`src/rtl/spi_pkg.sv`:
```
// spi_pkg: shared definitions for the SPI responder.
//   - byte-wide APB register addresses
//   - CTRL / STATUS bit positions
//   - responder FSM state encoding
`timescale 1ns/1ps
package spi_pkg;

  localparam logic [7:0] ADDR_RX_INSTR = 8'h00;
  localparam logic [7:0] ADDR_RX_BYTE1 = 8'h01;
  localparam logic [7:0] ADDR_RX_BYTE5 = 8'h05;
  localparam logic [7:0] ADDR_RX_CNT   = 8'h06;
  localparam logic [7:0] ADDR_CTRL     = 8'h07;
  localparam logic [7:0] ADDR_STATUS   = 8'h08;
  localparam logic [7:0] ADDR_TX_BYTE1 = 8'h09;
  localparam logic [7:0] ADDR_TX_BYTE5 = 8'h0D;

  localparam int CTRL_EN        = 0;
  localparam int CTRL_IRQ_EN    = 1;
  localparam int CTRL_CLR_DONE  = 2;

  localparam int STAT_BUSY      = 0;
  localparam int STAT_DONE      = 1;
  localparam int STAT_OVERFLOW  = 2;
  localparam int STAT_PARTIAL   = 3;

  typedef enum logic {
    S_IDLE   = 1'b0,
    S_ACTIVE = 1'b1
  } spi_state_e;

endpackage

```
`src/rtl/spi_sync_edge.sv`:
```
// spi_sync_edge: brings one asynchronous SPI pin into the pclk domain.
//   pclk_i, presetn_i : clock / async active-low reset
//   async_i           : raw pin
//   sync_o            : synchronized level (SYNC_STAGES flops)
//   rise_o / fall_o   : one-cycle pulses from the extra edge-detect flop
// Everything resets to 0 so that a pin already low at reset release never
// looks like a falling edge (a held-low cs must be released first).
`timescale 1ns/1ps
module spi_sync_edge #(
  parameter int SYNC_STAGES = 2
) (
  input  logic pclk_i,
  input  logic presetn_i,
  input  logic async_i,
  output logic sync_o,
  output logic rise_o,
  output logic fall_o
);

  logic [SYNC_STAGES-1:0] sync_reg;
  logic                   prev_reg;

  always_ff @(posedge pclk_i or negedge presetn_i) begin
    if (!presetn_i) begin
      sync_reg <= '0;
      prev_reg <= 1'b0;
    end else begin
      sync_reg[0] <= async_i;
      for (int i = 1; i < SYNC_STAGES; i++) begin
        sync_reg[i] <= sync_reg[i-1];
      end
      prev_reg <= sync_reg[SYNC_STAGES-1];
    end
  end

  assign sync_o = sync_reg[SYNC_STAGES-1];
  assign rise_o = sync_o & ~prev_reg;
  assign fall_o = ~sync_o & prev_reg;

endmodule

```
`src/rtl/spi_slave.sv`:
```
// spi_slave: SPI mode-0 responder with an APB register file.
//   pclk_i, presetn_i          : clock (also SPI oversampling) / async active-low reset
//   paddr_i, psel_i, penable_i,
//   pwrite_i, pwdata_i         : APB request
//   prdata_o (registered), pready_o (always 1), pslverr_o : APB response
//   sclk_i, cs_i, mosi_i       : SPI inputs, cs active low, asynchronous
//   miso_o                     : SPI output, registered, 0 outside a frame
//   irq_o                      : frame-done interrupt (done & irq_en)
// Receives an instruction byte plus up to MAX_BYTES data bytes and shifts
// the pre-loaded TX bytes out one byte behind the received stream.
`timescale 1ns/1ps
module spi_slave
  import spi_pkg::*;
#(
  parameter int MAX_BYTES   = 5,
  parameter int SYNC_STAGES = 2
) (
  input  logic       pclk_i,
  input  logic       presetn_i,
  input  logic [7:0] paddr_i,
  input  logic       psel_i,
  input  logic       penable_i,
  input  logic       pwrite_i,
  input  logic [7:0] pwdata_i,
  output logic [7:0] prdata_o,
  output logic       pready_o,
  output logic       pslverr_o,
  input  logic       sclk_i,
  input  logic       cs_i,
  input  logic       mosi_i,
  output logic       miso_o,
  output logic       irq_o
);

  localparam logic [2:0] LAST_IDX = 3'(MAX_BYTES);

  // Input conditioning: bit 0 sclk, bit 1 cs, bit 2 mosi
  logic [2:0] spi_raw, spi_lvl, spi_rise, spi_fall;
  assign spi_raw = {mosi_i, cs_i, sclk_i};

  for (genvar gi = 0; gi < 3; gi++) begin : g_sync
    spi_sync_edge #(.SYNC_STAGES(SYNC_STAGES)) u_sync (
      .pclk_i   (pclk_i),
      .presetn_i(presetn_i),
      .async_i  (spi_raw[gi]),
      .sync_o   (spi_lvl[gi]),
      .rise_o   (spi_rise[gi]),
      .fall_o   (spi_fall[gi])
    );
  end

  logic sclk_rise, sclk_fall, cs_rise, cs_fall, mosi_sync;
  assign sclk_rise = spi_rise[0];
  assign sclk_fall = spi_fall[0];
  assign cs_rise   = spi_rise[1];
  assign cs_fall   = spi_fall[1];
  assign mosi_sync = spi_lvl[2];

  // State
  spi_state_e state_reg, state_next;
  logic       ctrl_en_reg, irq_en_reg;
  logic       busy_reg, done_reg, ovf_reg, part_reg;
  logic [2:0] bit_cnt_reg, byte_idx_reg;
  logic [7:0] rx_sr_reg, tx_sr_reg, prdata_reg;
  logic       miso_reg;
  logic [7:0] rx_mem_reg [0:MAX_BYTES];
  logic [7:0] tx_mem_reg [1:MAX_BYTES];

  // FSM
  logic frame_start, frame_end;

  always_ff @(posedge pclk_i or negedge presetn_i) begin
    if (!presetn_i) state_reg <= S_IDLE;
    else            state_reg <= state_next;
  end

  always_comb begin
    state_next  = state_reg;
    frame_start = 1'b0;
    frame_end   = 1'b0;
    case (state_reg)
      S_IDLE: if (cs_fall && ctrl_en_reg) begin
        frame_start = 1'b1;
        state_next  = S_ACTIVE;
      end
      S_ACTIVE: if (cs_rise) begin
        frame_end  = 1'b1;
        state_next = S_IDLE;
      end
      default: state_next = S_IDLE;
    endcase
  end

  // Byte assembled on this sclk rise, and the response byte for the next slot
  logic [7:0] rx_byte, tx_next_byte;
  assign rx_byte = {rx_sr_reg[6:0], mosi_sync};

  always_comb begin
    tx_next_byte = 8'h00;
    for (int i = 1; i <= MAX_BYTES; i++) begin
      if (byte_idx_reg + 3'd1 == 3'(i)) tx_next_byte = tx_mem_reg[i];
    end
  end

  // APB decode
  logic is_ctrl, is_tx, apb_wr, wr_err, wr_ok;
  logic [7:0] rd_data;

  assign is_ctrl   = (paddr_i == ADDR_CTRL);
  assign is_tx     = (paddr_i >= ADDR_TX_BYTE1) && (paddr_i <= ADDR_TX_BYTE5);
  assign apb_wr    = psel_i & penable_i & pwrite_i;
  // TX bytes are frozen while a frame is shifting them out
  assign wr_err    = ~(is_ctrl | is_tx) | (is_tx & busy_reg);
  assign wr_ok     = apb_wr & ~wr_err;
  assign pslverr_o = apb_wr & wr_err;
  assign pready_o  = 1'b1;

  always_comb begin
    rd_data = 8'h00;
    for (int i = 0; i <= MAX_BYTES; i++) begin
      if (paddr_i == ADDR_RX_INSTR + 8'(i)) rd_data = rx_mem_reg[i];
    end
    for (int i = 1; i <= MAX_BYTES; i++) begin
      if (paddr_i == ADDR_TX_BYTE1 + 8'(i - 1)) rd_data = tx_mem_reg[i];
    end
    case (paddr_i)
      ADDR_RX_CNT: rd_data = {5'b0, byte_idx_reg};
      ADDR_CTRL: begin
        rd_data[CTRL_EN]     = ctrl_en_reg;
        rd_data[CTRL_IRQ_EN] = irq_en_reg;
      end
      ADDR_STATUS: begin
        rd_data[STAT_BUSY]     = busy_reg;
        rd_data[STAT_DONE]     = done_reg;
        rd_data[STAT_OVERFLOW] = ovf_reg;
        rd_data[STAT_PARTIAL]  = part_reg;
      end
      default: ;
    endcase
  end

  // Read data is captured in the setup phase so it is stable in the access phase
  always_ff @(posedge pclk_i or negedge presetn_i) begin
    if (!presetn_i)                prdata_reg <= 8'h00;
    else if (psel_i && !penable_i) prdata_reg <= rd_data;
  end

  always_ff @(posedge pclk_i or negedge presetn_i) begin
    if (!presetn_i) begin
      for (int i = 1; i <= MAX_BYTES; i++) tx_mem_reg[i] <= 8'h00;
    end else if (wr_ok && is_tx) begin
      for (int i = 1; i <= MAX_BYTES; i++) begin
        if (paddr_i == ADDR_TX_BYTE1 + 8'(i - 1)) tx_mem_reg[i] <= pwdata_i;
      end
    end
  end

  // Control, status and frame datapath
  always_ff @(posedge pclk_i or negedge presetn_i) begin
    if (!presetn_i) begin
      ctrl_en_reg  <= 1'b0;
      irq_en_reg   <= 1'b0;
      busy_reg     <= 1'b0;
      done_reg     <= 1'b0;
      ovf_reg      <= 1'b0;
      part_reg     <= 1'b0;
      bit_cnt_reg  <= 3'd0;
      byte_idx_reg <= 3'd0;
      rx_sr_reg    <= 8'h00;
      tx_sr_reg    <= 8'h00;
      miso_reg     <= 1'b0;
      for (int i = 0; i <= MAX_BYTES; i++) rx_mem_reg[i] <= 8'h00;
    end else begin
      if (wr_ok && is_ctrl) begin
        ctrl_en_reg <= pwdata_i[CTRL_EN];
        irq_en_reg  <= pwdata_i[CTRL_IRQ_EN];
        if (pwdata_i[CTRL_CLR_DONE]) done_reg <= 1'b0;
      end
      // Frame events come after the clear so a coincident frame end leaves done set
      if (frame_start) begin
        bit_cnt_reg  <= 3'd0;
        byte_idx_reg <= 3'd0;
        tx_sr_reg    <= 8'h00;
        miso_reg     <= 1'b0;
        busy_reg     <= 1'b1;
        done_reg     <= 1'b0;
        ovf_reg      <= 1'b0;
        part_reg     <= 1'b0;
      end else if (frame_end) begin
        busy_reg <= 1'b0;
        done_reg <= 1'b1;
        part_reg <= (bit_cnt_reg != 3'd0);
        miso_reg <= 1'b0;
      end else if (state_reg == S_ACTIVE) begin
        if (sclk_rise) begin
          rx_sr_reg   <= rx_byte;
          bit_cnt_reg <= bit_cnt_reg + 3'd1;
          if (bit_cnt_reg == 3'd7) begin
            if (byte_idx_reg <= LAST_IDX) begin
              for (int i = 0; i <= MAX_BYTES; i++) begin
                if (byte_idx_reg == 3'(i)) rx_mem_reg[i] <= rx_byte;
              end
              byte_idx_reg <= byte_idx_reg + 3'd1;
              tx_sr_reg    <= tx_next_byte;
            end else begin
              // Byte beyond the register map: flag it, keep nothing
              ovf_reg <= 1'b1;
            end
          end
        end
        if (sclk_fall) begin
          miso_reg  <= tx_sr_reg[7];
          tx_sr_reg <= {tx_sr_reg[6:0], 1'b0};
        end
      end
    end
  end

  assign prdata_o = prdata_reg;
  assign miso_o   = miso_reg;
  assign irq_o    = done_reg & irq_en_reg;

endmodule

```
`config.mk`:
```
export PLATFORM = sky130hd
export DESIGN_NAME = spi_slave
export DESIGN_NICKNAME = d
export VERILOG_FILES = /design/src/rtl/spi_pkg.sv /design/src/rtl/spi_sync_edge.sv /design/src/rtl/spi_slave.sv
export SDC_FILE = /design/constraint.sdc
export NUM_CORES = 1
export LEC_CHECK = 0
export ABC_AREA = 0
export BUFFER_PORTS_ARGS = -buffer_cell sky130_fd_sc_hd__buf_2
export CORE_ASPECT_RATIO = 1.75
export CORE_MARGIN = 2
export CORE_UTILIZATION = 30
export DETAILED_ROUTE_END_ITERATION = 8
export MAX_ROUTING_LAYER = met4
export PLACE_DENSITY = 0.52
export SLEW_MARGIN = 20
export SYNTH_ARGS = -nofsm -noshare
export SYNTH_HDL_FRONTEND = slang
export SYNTH_HIERARCHICAL = 1
export SYNTH_SLANG_ARGS = --single-unit
```
`constraint.sdc`:
```
create_clock -name pclk_i -period 2.25 [get_ports pclk_i]
set_input_delay 0.1125 -clock pclk_i [delete_from_list [all_inputs] [get_ports pclk_i]]
set_output_delay 0.1125 -clock pclk_i [all_outputs]
set_load 0.1 [all_outputs]
```
# == After elaboration in Yosys (flattened, before gate mapping) ==
# Cells that the tools add are included.
# totals
regBits,133
inputBits,24
out_inout_bits,12
elab_cells,180
# op_classes
n_addsub,2
magnitude_cmp,3
n_eq_ne,26
n_mux,60
bitwise,21
n_reduce_logical,39
# ops
op,count
8-bit 2-to-1 mux,23
8-bit by 4-bit equality test with 1-bit output (second input constant),6
7-bit AND reduction,6
8-bit by 3-bit equality test with 1-bit output (second input constant),4
3-bit 2-to-1 mux,10
3-bit nonzero test,8
1-bit 2-to-1 mux,23
8-bit by 2-bit equality test with 1-bit output (second input constant),2
3-bit equality test (second input constant),5
5-bit AND reduction,3
2-bit AND reduction,7
3-bit by 2-bit equality test with 1-bit output (second input constant),4
1-bit AND,10
2-bit nonzero test,5
1-bit inverter,9
8-bit by 1-bit equality test with 1-bit output (second input constant),1
8-bit by 4-bit greater-or-equal comparator with 1-bit output (second input constant),1
8-bit by 4-bit less-or-equal comparator with 1-bit output (second input constant),1
8-bit zero test,1
3-bit by 1-bit adder with 3-bit output (second input constant),2
3-bit by 1-bit equality test with 1-bit output (second input constant),2
2-bit one-hot mux with 3 select lines,1
1-bit logical AND,5
4-bit 2-to-1 mux,1
other kinds (9),11

# == Depth between registers and ports, before layout ==
# Gate-level depths: netlist of the first run.
# logic_depth
word_depth,14
ltp_mapped,9
mapped_depth_nobuf,7

# == Hierarchy ==
# The synthesis of the first run kept the hierarchy.
# modules_own_cells
mod,n_inst,cells_per_inst,area_per_inst_um2,seq_area_each_um2
spi_slave,1,620,6651.4,3128.0
spi_sync_edge,3,5,90.1,75.1

# == Worst setup path before layout of the first run ==
# No wires, ideal clock.
# synth_path
path_kind,input -> output
start,input paddr_i[5]
end,output pslverr_o
t_arrival_ps,2814
required_time_ps,2138
path_slack_ps,-677
cell_stages,5
n_path_buf,2
path_cell_list,or4_1 clkbuf_1 clkbuf_1 nor3_1 nor3_1
# synth_via
elab_chain_cells,6
word_cells_on_any_way,9
cone_classes,order compare (2); eq/ne (1); bitwise (5); reduce/logical (1)
# synth_rtl
item,line_no,text
from (decl),spi_slave.sv:20,"input logic [7:0] paddr_i,"
8-bit by 4-bit greater-or-equal comparator with 1-bit output or 8-bit by 4-bit less-or-equal comparator with 1-bit output (tied branches),spi_slave.sv:110,assign is_tx = (paddr_i >= ADDR_TX_BYTE1) && (paddr_i <= ADDR_TX_BYTE5);
1-bit logical AND,spi_slave.sv:110,
1-bit OR,spi_slave.sv:113,assign wr_err = ~(is_ctrl | is_tx) | (is_tx & busy_reg);
1-bit inverter,spi_slave.sv:113,
1-bit OR *,spi_slave.sv:113,
1-bit AND *,spi_slave.sv:115,assign pslverr_o = apb_wr & wr_err;
to (decl),spi_slave.sv:27,"output logic pslverr_o,"
# Mark *: on every way between the ends. The rest lies on a longest branch, timed or not.

# == Worst setup path after layout of the first run ==
# layout_path
start,register byte_idx_reg[1]
end,register rx_mem_reg[16] (netlist name)
# layout_via
elab_chain_cells,2
word_cells_on_any_way,3
cone_classes,order compare (1); eq/ne (1); reduce/logical (1)
# layout_rtl
item,line_no,text
from (decl),spi_slave.sv:63,"logic [2:0] bit_cnt_reg, byte_idx_reg;"
from (signal assigned),spi_slave.sv:203,byte_idx_reg <= byte_idx_reg + 3'd1;
3-bit less-or-equal comparator or 3-bit by 2-bit equality test with 1-bit output (tied branches),"spi_slave.sv:199, spi_slave.sv:201",
7-bit AND reduction (no line) *,--,
"to (signal, indexed assignment)",spi_slave.sv:201,if (byte_idx_reg == 3'(i)) rx_mem_reg[i] <= rx_byte;
to (decl),spi_slave.sv:66,logic [7:0] rx_mem_reg [0:MAX_BYTES];
# Marks and branches as above.
# A chain may end at the register's enable or synchronous reset.

==> impl_table.tex, run 1 <==
\begin{tabular}{lr}
\hline
Metric & Value \\
\hline
\multicolumn{2}{l}{\textbf{Power}} \\
\quad Share of total power in combinational logic & 7.6\% \\
\quad Switching power as a share of total power & 24.6\% \\
\quad Internal power & 4.34 mW \\
\quad Switching power & 1.41 mW \\
\quad Peak supply drop & 0.337 mV \\
\quad Pwr Density & 673 nW/um\^{}2 \\
\quad Leakage component of the power & 3.89 nW \\
\quad Portion of total power attributed to the clock network & 50.0\% \\
\quad Proportion of power drawn by flip-flops and latches & 42.4\% \\
\quad Total chip power & 5.75 mW \\
\multicolumn{2}{l}{\textbf{Timing}} \\
\quad Clock period minus worst slack & 2.20 ns \\
\quad Maximum achievable frequency & 0.455 GHz \\
\quad Endpoints failing hold & 0 \\
\quad Final slew viol count & 0 \\
\quad Period Utilization, post-route & 97.6\% \\
\quad Rel. slew slack & 57.5\% \\
\quad Final setup violation count & 0 \\
\quad Clock Skew & 0.00627 ns \\
\quad Slew of the pin with the lowest slew margin & 0.633 ns \\
\multicolumn{2}{l}{\textbf{Drt}} \\
\quad Highest signal layer in the routed design & met4 \\
\quad Number of vias per cell & 5.31 \\
\quad Wire length reported by the detailed router & 22.4 mm \\
\quad Number of DRC violations after detailed routing & 0 \\
\quad Post-route antenna net violation count & 0 \\
\quad Iteration-0 DRC count of the detailed router & 273 \\
\quad Routed wirelength normalized by instance count & 21.9 um \\
\quad Met3 Routed Length & 497 um \\
\quad M1 WL & 7.96 mm \\
\quad DR vias & 5447 \\
\quad Routed length on met2 & 12.6 mm \\
\quad First-pass detailed-route iteration total & 5 \\
\multicolumn{2}{l}{\textbf{Layout}} \\
\quad Count of fill cells added during filler insertion & 2336 \\
\quad Final core utilization & 37.7\% \\
\quad Number of flip-flops under the largest register name & 48 \\
\quad Nets & 746 \\
\quad Antenna diode count & 0 \\
\quad Most frequent standard cell in the layout excluding fill and tap cells & sky130\_fd\_sc\_hd\_\_dfrtp\_1 \\
\quad Number of non-filler instances in the completed layout & 1025 \\
\quad Commonest non-fill, non-tap cells in the layout & 133 x sky130\_fd\_sc\_hd\_\_dfrtp\_1, 90 x sky130\_fd\_sc\_hd\_\_mux2\_2, 54 x sky130\_fd\_sc\_hd\_\_nand2\_1, 52 x sky130\_fd\_sc\_hd\_\_buf\_4, 32 x sky130\_fd\_sc\_hd\_\_buf\_2 \\
\quad Area growth, synth to finish & 24.1\% \\
\quad Fraction of final layout cells sized beyond drive strength 1 & 33.1\% \\
\multicolumn{2}{l}{\textbf{Run status}} \\
\quad Result of the run & finished, final reports clean \\
\multicolumn{2}{l}{\textbf{Global route}} \\
\quad Antenna violations before repair & 0 \\
\quad First-pass GRT wire length & 35.0 mm \\
\quad Pin count of the biggest net entering global routing & 60 \\
\quad Tot GR Track Use & 20.0\% \\
\quad Total congestion overflow & 0 \\
\quad Number of global-route vias before repair & 5855 \\
\multicolumn{2}{l}{\textbf{Place}} \\
\quad Number of input and output port buffers inserted & 34 \\
\quad Gpl congestion & 0.941 \\
\quad Instance count after placement with tap cells included & 984 \\
\quad DP HPWL & 17.6 mm \\
\multicolumn{2}{l}{\textbf{Run}} \\
\quad Max-cap violations & 0 \\
\multicolumn{2}{l}{\textbf{Die}} \\
\quad Die Span Y & 204 um \\
\quad Area of the placeable core & 22700 sq um \\
\quad Number of placement rows & 73 \\
\quad Total I/O pin count & 36 \\
\quad Starting utilization of the core area & 30.4\% \\
\quad DIE AREA & 24200 sq um \\
\quad Die boundary width & 118 um \\
\multicolumn{2}{l}{\textbf{Clocking}} \\
\quad Worst-path clk slew & 0.06 ns \\
\quad Root buf cell & sky130\_fd\_sc\_hd\_\_clkbuf\_16 \\
\quad Clock Sink Count & 133 \\
\quad Clock insertion delay at the later pin of the skew report & 0.44 ns \\
\quad Clock Tree Buf Depth & 2 \\
\quad Clock tree from TritonCTS & yes \\
\quad Clock buffers created by TritonCTS & 17 \\
\quad Htree depth & 4 \\
\multicolumn{2}{l}{\textbf{Critical path}} \\
\quad Capturing element type of the critical path & flop \\
\quad Critical path peak fanout & 16 \\
\quad Critical path data arrival time & 2.52 ns \\
\quad Critical path start-end classification & reg -> reg \\
\quad Category of the worst setup path launch point & flop \\
\quad Worst endpoint required time & 2.57 ns \\
\multicolumn{2}{l}{\textbf{Yosys}} \\
\quad Synthesized area & 6880 sq um \\
\quad Synthesized instance count & 632 \\
\quad Number of warnings printed during yosys synthesis & 6 \\
\quad Post-synth net total & 666 \\
\quad Post-synthesis area per instance & 10.9 sq um \\
\multicolumn{2}{l}{\textbf{Min path}} \\
\quad Worst min path class & in -> reg \\
\hline
\end{tabular}
## stage by stage
stage,TNS (ns),hold slack [ns],cell area [sq um],setup slack (ns)
after CTS,0,0.0389,8500,0.0217
final,0,0.0557,8540,0.0530
after global routing,-0.0389,0.0386,8540,-0.00869
after floorplan,0,-0.183,6890,0.0999
after global placement,-0.647,0.130,7810,-0.0844
after detailed placement,-0.309,0.133,7810,-0.0456
## area by class of cell
cell class                 count  area (sq um)  share of cell area [%]
multi-input combinational    444          3370                    39.5
sequential                   133          3330                    39.0
timing repair buffer         102           805                    9.42
clock buffer                  20           457                    5.35
tap                          300           375                    4.40
clock inverter                12           153                    1.79
inverter                      14          52.6                   0.615
## path summary, 6_finish.rpt
| check | cells after the start | slack, ns | start | endpoint |
|---|---|---|---|---|
| worst min-delay path | 2 | 0.06 | pwdata_i[3] | tx_mem_reg[19] |
| worst max-delay path | 8 | 0.05 | byte_idx_reg[1] | rx_mem_reg[16] |
| worst max register to register | 8 | 0.05 | byte_idx_reg[1] | rx_mem_reg[16] |
| min in group asynchronous | 2 | 0.22 | presetn_i | g_sync[1].u_sync/sync_reg[0] |
| max in group asynchronous | 3 | 1.36 | presetn_i | rx_mem_reg[0] |
| worst min register to register | 0 | 0.35 | g_sync[1].u_sync/sync_reg[0] | g_sync[1].u_sync/sync_reg[1] |
## per-layer routing
metal / vias to the layer above / global-route usage (%)
li1: 2505 / -
met1: 2746 / 19.0
met2: 135 / 37.4
met3: 61 / 3.40
met4: 0 / 11.9
met5: - / -
## power groups by stage
stage,Clock [mW],Sequential (mW),Combinational [mW]
CTS,2.92,2.44,0.442
detailed placement,0,2.48,0.430
floorplan,0,2.56,0.159
global placement,0,2.48,0.427
global route,3.02,2.44,0.474
finish,2.87,2.44,0.438
## worst max-delay path: stages, from the launching register on
cell and delay (ns):
sky130_fd_sc_hd__dfrtp_1 0.40, sky130_fd_sc_hd__inv_1 0.09, sky130_fd_sc_hd__ha_1 0.22, sky130_fd_sc_hd__buf_12 0.16
sky130_fd_sc_hd__or3_1 0.38, sky130_fd_sc_hd__and3_4 0.20, sky130_fd_sc_hd__nand2_1 0.11, sky130_fd_sc_hd__buf_6 0.17
sky130_fd_sc_hd__mux2_2 0.35
## what timing repair did
item	in CTS	in global routing
hold endpoints to repair	76	0
resized for setup	0	9
setup endpoints to repair	0	27
setup buffers	0	1
hold buffers	8	0
(Power assumes the default switching activity.)
==> run 2, diff against run 1 <==
--- a/config.mk
+++ b/config.mk
@@ -9,10 +9,10 @@
 export BUFFER_PORTS_ARGS = -buffer_cell sky130_fd_sc_hd__buf_2
 export CORE_ASPECT_RATIO = 1.75
 export CORE_MARGIN = 2
-export CORE_UTILIZATION = 30
+export CORE_UTILIZATION = 56
 export DETAILED_ROUTE_END_ITERATION = 8
 export MAX_ROUTING_LAYER = met4
-export PLACE_DENSITY = 0.52
+export PLACE_DENSITY = 0.83
 export SLEW_MARGIN = 20
 export SYNTH_ARGS = -nofsm -noshare
 export SYNTH_HDL_FRONTEND = slang
==> impl_table.tex, run 2 (synthesis gave the netlist of run 1 again) <==
\begin{tabular}{lr}
\hline
Metric & Value \\
\hline
\multicolumn{2}{l}{\textbf{Run status}} \\
\quad Result of the run & finished, final reports clean \\
\multicolumn{2}{l}{\textbf{Timing}} \\
\quad Worst hold-check slack & 0.0271 ns \\
\quad Final setup violation count & 0 \\
\quad Total Neg Setup Slack & 0 ns \\
\quad Unrepaired setup endpoints after global routing & false \\
\quad Maximum achievable frequency & 0.474 GHz \\
\quad Final slew viol count & 0 \\
\quad Endpoints failing hold & 0 \\
\quad Slew of the pin with the lowest slew margin & 0.666 ns \\
\quad Clock period minus worst slack & 2.11 ns \\
\quad Rel. slew slack & 55.0\% \\
\quad Clock Skew & 0.0112 ns \\
\quad Period Utilization, post-route & 93.8\% \\
\multicolumn{2}{l}{\textbf{Clocking}} \\
\quad Clock tree from TritonCTS & yes \\
\quad Root buf cell & sky130\_fd\_sc\_hd\_\_clkbuf\_16 \\
\quad Htree depth & 4 \\
\quad Clock buffers created by TritonCTS & 17 \\
\quad Clock Sink Count & 133 \\
\quad Clock insertion delay at the later pin of the skew report & 0.42 ns \\
\quad Setup Buffers After CTS & 0 \\
\quad Worst-path clk slew & 0.06 ns \\
\quad Clock Tree Buf Depth & 2 \\
\multicolumn{2}{l}{\textbf{Die}} \\
\quad Total I/O pin count & 36 \\
\quad DIE AREA & 13200 sq um \\
\quad Starting utilization of the core area & 57.3\% \\
\quad Area of the placeable core & 12000 sq um \\
\quad Die boundary width & 87.8 um \\
\quad Die Span Y & 151 um \\
\quad Number of placement rows & 53 \\
\multicolumn{2}{l}{\textbf{Global route}} \\
\quad Pin count of the biggest net entering global routing & 61 \\
\quad Number of global-route vias before repair & 5863 \\
\quad Tot GR Track Use & 33.3\% \\
\quad Total congestion overflow & 0 \\
\quad First-pass GRT wire length & 31.9 mm \\
\quad Antenna violations before repair & 0 \\
\multicolumn{2}{l}{\textbf{Layout}} \\
\quad Number of flip-flops under the largest register name & 48 \\
\quad Fraction of final layout cells sized beyond drive strength 1 & 30.8\% \\
\quad Nets & 723 \\
\quad Commonest non-fill, non-tap cells in the layout & 132 x sky130\_fd\_sc\_hd\_\_dfrtp\_1, 90 x sky130\_fd\_sc\_hd\_\_mux2\_2, 54 x sky130\_fd\_sc\_hd\_\_nand2\_1, 33 x sky130\_fd\_sc\_hd\_\_buf\_2, 33 x sky130\_fd\_sc\_hd\_\_buf\_4 \\
\quad Count of fill cells added during filler insertion & 869 \\
\quad Area growth, synth to finish & 18.8\% \\
\quad Antenna diode count & 0 \\
\quad Most frequent standard cell in the layout excluding fill and tap cells & sky130\_fd\_sc\_hd\_\_dfrtp\_1 \\
\multicolumn{2}{l}{\textbf{Drt}} \\
\quad Wire length reported by the detailed router & 19.9 mm \\
\quad Number of DRC violations after detailed routing & 0 \\
\quad Number of vias per cell & 6.37 \\
\quad Routed wirelength normalized by instance count & 23.0 um \\
\quad First-pass detailed-route iteration total & 5 \\
\quad DR vias & 5527 \\
\quad Post-route antenna net violation count & 0 \\
\quad Iteration-0 DRC count of the detailed router & 417 \\
\multicolumn{2}{l}{\textbf{Power}} \\
\quad Leakage component of the power & 3.78 nW \\
\quad Peak supply drop & 0.771 mV \\
\quad Total chip power & 5.91 mW \\
\quad Pwr Density & 722 nW/um\^{}2 \\
\multicolumn{2}{l}{\textbf{Critical path}} \\
\quad Cells on worst reg2reg path & 7 \\
\quad Critical path peak fanout & 8 \\
\quad Cells traversed along the worst timing path & inv\_1 > ha\_1 > or3\_1 > and3\_1 > nand3\_1 > buf\_4 > mux2\_2 \\
\quad Critical path buffer and inverter count & 2 \\
\quad Critical path start-end classification & reg -> reg \\
\quad Largest delay contributor family on the critical path & simple AND/OR/NAND/NOR gates \\
\quad Worst-path cell with the longest stage delay & sky130\_fd\_sc\_hd\_\_dfrtp\_2 \\
\quad Capturing element type of the critical path & flop \\
\quad Crit path depth & 7 \\
\quad Worst endpoint required time & 2.55 ns \\
\quad Critical path data arrival time & 2.41 ns \\
\quad Reg2reg setup slack & 0.14 ns \\
\quad Crit-path max cell delay & 0.41 ns \\
\quad Category of the worst setup path launch point & flop \\
\multicolumn{2}{l}{\textbf{Run}} \\
\quad Max-cap violations & 0 \\
\multicolumn{2}{l}{\textbf{Place}} \\
\quad Gpl congestion & 1.01 \\
\quad Number of input and output port buffers inserted & 34 \\
\quad DP HPWL & 14.3 mm \\
\multicolumn{2}{l}{\textbf{Min path}} \\
\quad Worst hold path cell count & 2 \\
\quad Worst min path class & in -> reg \\
\hline
\end{tabular}
-- run 2: layout make-up --
class	count	area (sq um)	area share, %
inverters	14	52.6	0.643
flip-flops and latches	133	3330	40.7
clock buffers	19	453	5.54
well taps	165	206	2.52
multi-input cells	444	3360	41.0
repair buffers	79	584	7.15
clock inverters	13	195	2.39
-- run 2: where the power goes --
| group | internal (mW) | total, mW | switching (mW) |
|---|---|---|---|
| Sequential | 2.42 | 2.43 | 0.0173 |
| Clock | 1.93 | 3.04 | 1.11 |
| Combinational | 0.119 | 0.431 | 0.312 |
| Total | 4.47 | 5.91 | 1.44 |
-- run 2: worst paths after layout --
check,startpoint,end
setup / recovery,byte_idx_reg[1],rx_mem_reg[12]
hold / removal,pwdata_i[2],tx_mem_reg[2]
setup reg to reg,byte_idx_reg[1],rx_mem_reg[12]
hold reg to reg,g_sync[2].u_sync/sync_reg[0],g_sync[2].u_sync/sync_reg[1]
max in group asynchronous,presetn_i,tx_mem_reg[16]
min in group asynchronous,presetn_i,rx_mem_reg[35]
-- run 2: metal layers --
layer | track usage (%) | vias up | wire length, um
met4 | 21.6 | 0 | 1120
met2 | 55.3 | 226 | 10600
met1 | 36.9 | 2778 | 7310
met3 | 4.33 | 65 | 906
met5 | - | - | 0
li1 | - | 2458 | -
-- run 2: timing repair --
action,CTS,global route
resized for setup,0,3
hold endpoints to repair,73,0
setup endpoints to repair,0,6
hold buffers,8,0
-- run 2: worst reg2reg max path, stage by stage (launching register included) --
cell and delay [ns]:
sky130_fd_sc_hd__dfrtp_2 0.41, sky130_fd_sc_hd__inv_1 0.09, sky130_fd_sc_hd__ha_1 0.24, sky130_fd_sc_hd__or3_1 0.38
sky130_fd_sc_hd__and3_1 0.22, sky130_fd_sc_hd__nand3_1 0.11, sky130_fd_sc_hd__buf_4 0.19, sky130_fd_sc_hd__mux2_2 0.36
-- run 2: through the flow --
stage          instance area (sq um)  utilization [%]  setup WS (ns)  std cells
2_1_floorplan                   6890                -         0.0999        632
3_5_place_dp                    7440             62.0          0.129        827
3_3_place_gp                    7440             62.0          0.153        827
5_1_grt                         8180             68.1         0.0296        867
6_report                        8180             68.1          0.138        867
4_1_cts                         8170             68.0         0.0998        867
